==> src/rtl/scd_pkg.sv <==
// Shared types for the bit-serial adder: the controller state encoding.
package scd_pkg;

  typedef enum logic [1:0] {
    IDLE = 2'd0,
    RUN  = 2'd1,
    DONE = 2'd2
  } state_t;

endpackage

==> src/rtl/serial_adder_if.sv <==
// Operand/result handshake bundle for the bit-serial adder.
interface serial_adder_if #(
  parameter int WIDTH = 8
);

  logic             in_valid;
  logic             in_ready;
  logic [WIDTH-1:0] a;
  logic [WIDTH-1:0] b;
  logic             cin;
  logic             out_valid;
  logic             out_ready;
  logic [WIDTH-1:0] sum;
  logic             cout;

  modport master (
    output in_valid, a, b, cin, out_ready,
    input  in_ready, out_valid, sum, cout
  );

  modport slave (
    input  in_valid, a, b, cin, out_ready,
    output in_ready, out_valid, sum, cout
  );

endinterface

==> src/rtl/FullAdder.sv <==
// One-bit full adder shared by the serial datapath.
module FullAdder (
  input  logic a,
  input  logic b,
  input  logic cin,
  output logic sum,
  output logic cout
);

  assign sum  = a ^ b ^ cin;
  assign cout = (a & b) | (cin & (a ^ b));

endmodule

==> src/rtl/serial_adder.sv <==
// Bit-serial WIDTH-bit adder: one FullAdder plus a carry flop, LSB first,
// valid/ready on both the operand and the result side.
module serial_adder
  import scd_pkg::*;
#(
  parameter int WIDTH = 8
) (
  input  logic           clk,
  input  logic           rst,
  serial_adder_if.slave  bus
);

  // One extra bit keeps WIDTH=1 and power-of-2 widths from aliasing the terminal count.
  localparam int             CW       = $clog2(WIDTH) + 1;
  localparam logic [CW-1:0]  CNT_LAST = CW'(WIDTH - 1);

  state_t           state_r;
  logic [WIDTH-1:0] a_sh_r;
  logic [WIDTH-1:0] b_sh_r;
  logic [WIDTH-1:0] sum_sh_r;
  logic             carry_r;
  logic [CW-1:0]    cnt_r;
  logic             out_valid_r;
  logic [WIDTH-1:0] sum_r;
  logic             cout_r;

  logic             fa_sum_s;
  logic             fa_cout_s;
  logic [WIDTH:0]   sum_next_s;

  assign bus.in_ready  = (state_r == IDLE) | ((state_r == DONE) & bus.out_ready);
  assign bus.out_valid = out_valid_r;
  assign bus.sum       = sum_r;
  assign bus.cout      = cout_r;

  // New sum bit enters at the MSB so the LSB-first stream lands in order.
  assign sum_next_s = {fa_sum_s, sum_sh_r};

  FullAdder u_fa (
    .a    (a_sh_r[0]),
    .b    (b_sh_r[0]),
    .cin  (carry_r),
    .sum  (fa_sum_s),
    .cout (fa_cout_s)
  );

  // Controller, shift registers, carry and result registers.
  always_ff @(posedge clk or posedge rst) begin
    if (rst) begin
      state_r     <= IDLE;
      a_sh_r      <= '0;
      b_sh_r      <= '0;
      sum_sh_r    <= '0;
      carry_r     <= 1'b0;
      cnt_r       <= '0;
      out_valid_r <= 1'b0;
      sum_r       <= '0;
      cout_r      <= 1'b0;
    end else begin
      case (state_r)
        IDLE: begin
          if (bus.in_valid) begin
            a_sh_r  <= bus.a;
            b_sh_r  <= bus.b;
            carry_r <= bus.cin;
            cnt_r   <= '0;
            state_r <= RUN;
          end
        end
        RUN: begin
          sum_sh_r <= sum_next_s[WIDTH:1];
          carry_r  <= fa_cout_s;
          a_sh_r   <= a_sh_r >> 1;
          b_sh_r   <= b_sh_r >> 1;
          cnt_r    <= cnt_r + CW'(1);
          if (cnt_r == CNT_LAST) begin
            sum_r       <= sum_next_s[WIDTH:1];
            cout_r      <= fa_cout_s;
            out_valid_r <= 1'b1;
            state_r     <= DONE;
          end
        end
        DONE: begin
          if (bus.out_ready) begin
            out_valid_r <= 1'b0;
            if (bus.in_valid) begin
              a_sh_r  <= bus.a;
              b_sh_r  <= bus.b;
              carry_r <= bus.cin;
              cnt_r   <= '0;
              state_r <= RUN;
            end else begin
              state_r <= IDLE;
            end
          end
        end
        default: begin
          out_valid_r <= 1'b0;
          state_r     <= IDLE;
        end
      endcase
    end
  end

endmodule
==> src/flat_wrapper.sv <==
// flat-port wrapper written by rule: the top's interface ports become plain ports
module serial_adder_flat import scd_pkg::*;
#(
  parameter int WIDTH = 8
)
  (clk, rst, bus_in_valid, bus_a, bus_b, bus_cin, bus_out_ready, bus_in_ready, bus_out_valid, bus_sum, bus_cout);
  serial_adder_if #(.WIDTH(WIDTH)) bus_i ();
  input  logic clk;
  input  logic rst;
  input wire logic [$bits(bus_i.in_valid)-1:0] bus_in_valid;
  input wire logic [$bits(bus_i.a)-1:0] bus_a;
  input wire logic [$bits(bus_i.b)-1:0] bus_b;
  input wire logic [$bits(bus_i.cin)-1:0] bus_cin;
  input wire logic [$bits(bus_i.out_ready)-1:0] bus_out_ready;
  output wire logic [$bits(bus_i.in_ready)-1:0] bus_in_ready;
  output wire logic [$bits(bus_i.out_valid)-1:0] bus_out_valid;
  output wire logic [$bits(bus_i.sum)-1:0] bus_sum;
  output wire logic [$bits(bus_i.cout)-1:0] bus_cout;
  assign bus_i.in_valid = bus_in_valid;
  assign bus_i.a = bus_a;
  assign bus_i.b = bus_b;
  assign bus_i.cin = bus_cin;
  assign bus_i.out_ready = bus_out_ready;
  assign bus_in_ready = bus_i.in_ready;
  assign bus_out_valid = bus_i.out_valid;
  assign bus_sum = bus_i.sum;
  assign bus_cout = bus_i.cout;
  serial_adder #(.WIDTH(WIDTH)) u_core (.clk(clk), .rst(rst), .bus(bus_i));
endmodule
==> config.mk <==
export PLATFORM = sky130hd
export DESIGN_NAME = serial_adder_flat
export DESIGN_NICKNAME = d
export VERILOG_FILES = /design/src/rtl/scd_pkg.sv /design/src/rtl/serial_adder_if.sv /design/src/rtl/FullAdder.sv /design/src/rtl/serial_adder.sv /design/src/flat_wrapper.sv
export SDC_FILE = /design/constraint.sdc
export NUM_CORES = 1
export LEC_CHECK = 0
export CAP_MARGIN = 20
export CORE_MARGIN = 2
export CORE_UTILIZATION = 50
export CTS_CLUSTER_DIAMETER = 50
export CTS_CLUSTER_SIZE = 10
export DETAILED_ROUTE_END_ITERATION = 7
export PLACE_DENSITY = 0.76
export SYNTH_ARGS = -nofsm -noshare
export SYNTH_HDL_FRONTEND = slang
export SYNTH_SLANG_ARGS = --single-unit
==> constraint.sdc <==
create_clock -name clk -period 1.79 [get_ports clk]
set_input_delay 0.537 -clock clk [delete_from_list [all_inputs] [get_ports clk]]
set_output_delay 0.537 -clock clk [all_outputs]
set_load 0.01 [all_outputs]
==> results.md <==
* Post-synth EDFFs at 0
* Dpl cells at 227
* Fin crit share at between 90% and 100%
* Simple-gate portion of the synthesized area at roughly 9.2%
* Max cap viols at 0
* RD Place Congestion at between 0.8 and 0.9
* Sink Count at 40
* Root Driver: clkbuf_8
* Maximum clock path buffer count at 2
* Post-Synth Adder-Cell Area at about 1.7%
* Switching power at 1280 µW
* Critical path origin: u_core.bus.sum[1]$_DFFE_PP0P_
* Levels on crit path at 1
* Setup crit end: bus_sum[1]
* Final Max Slew Viols at 0
* Worst R2R Path Depth at 5
* Layout cell share with drive strength beyond 1 at between 30% and 40%
* Syn nets at 166
* Most frequent cell after synthesis: dfrtp_1
* Max rail drop VDD at 0.000723 V
* Synth async-reset ratio at 100%
* Flop pwr share at between 30 and 40%
* Slew Limit Headroom at ~73%
* Total core area at ~3700 µm²
* Synth Area in Compound Gates at between 6 and 7%
* Synth-to-Final Area Change at 26.4%
* CTS tree: built
* Synth top cells by count: dfrtp_1, nand2_1, mux2_2, mux2_4, buf_6
* Sequential fraction of the synthesis area at 51.2%
* Setup Fix Bufs, Post-CTS at 0
* Vias in the first global route at 1338
* Main combinational cell family by area after synthesis: multiplexers
* Setup-failing EPs final at 0
* Dpl cell area at approximately 2400 µm²
* Via density at 5.27
* Outcome: completed
* Buffers added on ports at 31
* Crit path max fanout at 2
* CTS resizes at 5
* Die W at 66.5 µm
* Pwr dens at ~1700 nW/µm²
* H-tree depth reported by CTS at 2
* Starting density of the core at between 50% and 60%
* Fin crit period at approximately 1.7 ns
* Inserted Diodes at 0
* Reg-to-Reg Start: u_core.state_r[1]$_DFFE_PP0P_
* Pint at about 3000 µW
* Largest net degree at the start of global routing at 41
* Clk_lat worst skew at approximately 0.29 ns
* Clock Pin Slew Worst Setup and Hold Paths at 0.08 ns
* Worst endpoint data arrival time at 1.18 ns
* DR WL/cell at 14.1 µm
* Min-Delay Path Class: reg -> reg
* Synth Flop Type: dfrtp_1
* CP Cell Sequence: clkdlybuf4s50_1
* Setup repair after global routing missed its margin: false
* Net switching fraction of the power at 30.6%
* Clock share of power at 17.0%
* Yosys warnings at 0
* Die ar. at between 4000 and 5000 µm²
* Die Y at ~67 µm
* Nets at about 210
* Crit path buf inv count at 1
* HPWL after detailed placement at ~2400 µm
* Largest delay share family, worst path: buffers and inverters
* TritonRoute pass-1 iters at 4
* Critical Path RT at between 1 and 1.5 ns
* Core Util, Final at between 60% and 70%
* Leading area contributor after synthesis: dfrtp_1
* Iteration-0 DRC Markers at 49
* Comb pwr share at between 40 and 50%
* Critical path launch point type: register
* # rows at 22
* Global-route wire length before repair at between 6000 and 7000 µm
* R2R Setup Slk at 0.19 ns
* Yosys top cell area share at 51.2%
* Routed vias at between 1000 and 1500
* Post-Syn Area per Cell at 13.7 µm²
* Grt total ovfl at 0
* Post-Synthesis Cells at between 100 and 150
* Final hold vios at 0
* Reg2reg end: u_core.bus.sum[3]$_DFFE_PP0P_
* Antenna Nets Post-Route at 0
* Initial antenna violation count at 0
* Post-synthesis mux area share at 26.8%
* Finished Layout Cells at approximately 240
* Setup TNS at 0 ns
* Distinct cells, synth at 30
* Drc violations at 0
* Worst path slowest cell: clkdlybuf4s50_1
* Crit. End Element: output port
* Mapped Area at 1950 µm²
* Tightest Pin Transition at about 0.40 ns
* Crit Path Class: reg -> out
* TritonCTS Buffers at 5
* FF+latch count, synth at 40
* Fmax at roughly 0.58 GHz
* Slowest Stage Delay on Critical Path at roughly 0.54 ns
* Hold_buf cts at 0
* Final WL at around 3300 µm
* Total GRT Usage at around 18%
* Top post-synthesis cells by area: dfrtp_1, mux2_4, mux2_2
* # IOs at 32
* Leakage at 0.00119 µW
* Setup Skew at about 0.004 ns
* Final instance area at roughly 2500 µm²
* XOR/XNOR share of the synthesized area at 0%
worst min-delay path by stage:
stage                                                start                                to  cells after the start
after global placement      u_core.sum_sh_r[1]$_DFFE_PP0P_    u_core.sum_sh_r[1]$_DFFE_PP0P_                      2
final                       u_core.sum_sh_r[1]$_DFFE_PP0P_    u_core.sum_sh_r[1]$_DFFE_PP0P_                      2
after CTS                   u_core.sum_sh_r[1]$_DFFE_PP0P_    u_core.sum_sh_r[1]$_DFFE_PP0P_                      2
after global routing      u_core.bus.out_valid$_DFFE_PP0P_  u_core.bus.out_valid$_DFFE_PP0P_                      1
after detailed placement    u_core.sum_sh_r[1]$_DFFE_PP0P_    u_core.sum_sh_r[1]$_DFFE_PP0P_                      2
after floorplan             u_core.sum_sh_r[1]$_DFFE_PP0P_    u_core.sum_sh_r[1]$_DFFE_PP0P_                      2
per-layer routing:
metal  up-vias  global-route usage, %  part of all wire (%)
met4         0                   7.40                   1.6
met1       616                   21.7                    44
met5         -                      0                     0
li1        577                      -                     -
met3         7                   5.74                   5.3
met2        38                   30.8                    49
registers in the layout, indices dropped and copies added (netlist names):
register / flops
u_core.carry_r: 1
u_core.sum_sh_r: 7
u_core.state_r: 2
u_core.bus.sum: 8
u_core.bus.cout: 1
u_core.cnt_r: 4
u_core.b_sh_r: 8
u_core.bus.out_valid: 1
u_core.a_sh_r: 8
final cells by class:
| type | instances | area, µm² |
|---|---|---|
| Sequential cell | 40 | 1000 |
| Clock inverter | 2 | 35.0 |
| Multi-Input combinational cell | 92 | 853 |
| Fill cell | 293 | 1250 |
| Inverter | 4 | 15.0 |
| Tap cell | 48 | 60.1 |
| Timing Repair Buffer | 43 | 432 |
| Clock buffer | 6 | 72.6 |
power by group through the flow:
stage	clock [µW]	combinational (µW)	sequential [µW]
floorplan	0	1410	1570
global route	783	2120	1620
CTS	742	1940	1570
global placement	0	1870	1560
detailed placement	0	1950	1590
finish	716	1920	1570
layout by cell type, fill, tap and decap left out, types with 2 or more instances in the layout:
master	netlist	routed
dfrtp_1	40	40
buf_12	1	3
inv_1	4	4
mux2i_1	2	2
mux2_1	4	4
nand2_1	22	22
a22o_1	3	3
a211oi_1	2	2
o31ai_1	3	3
clkbuf_8	0	5
nor2_1	2	2
buf_4	1	9
clkdlybuf4s50_1	0	29
a21o_1	2	2
mux2_2	18	18
o21ai_0	3	3
mux2_4	17	17
logic make-up (layout without fill, tap and decap cells):
group / count (synthesis) / in the layout
flops: 40 / 40
buf+inv: 11 / 55
simple gates: 34 / 34
mux: 41 / 41
fa+ha+maj: 2 / 2
compound gates: 15 / 15
per-stage QoR:
| step | hold WS, ns | setup slack, ns | power [µW] |
|---|---|---|---|
| 2_1_floorplan | 0.440 | 0.266 | 2980 |
| 3_3_place_gp | 0.460 | -0.435 | 3430 |
| 3_5_place_dp | 0.457 | -0.436 | 3530 |
| 4_1_cts | 0.476 | 0.0494 | 4260 |
| 5_1_grt | 0.522 | 0.0133 | 4530 |
| 6_report | 0.473 | 0.0683 | 4200 |
No activity file was read; power rests on OpenSTA's default activity.
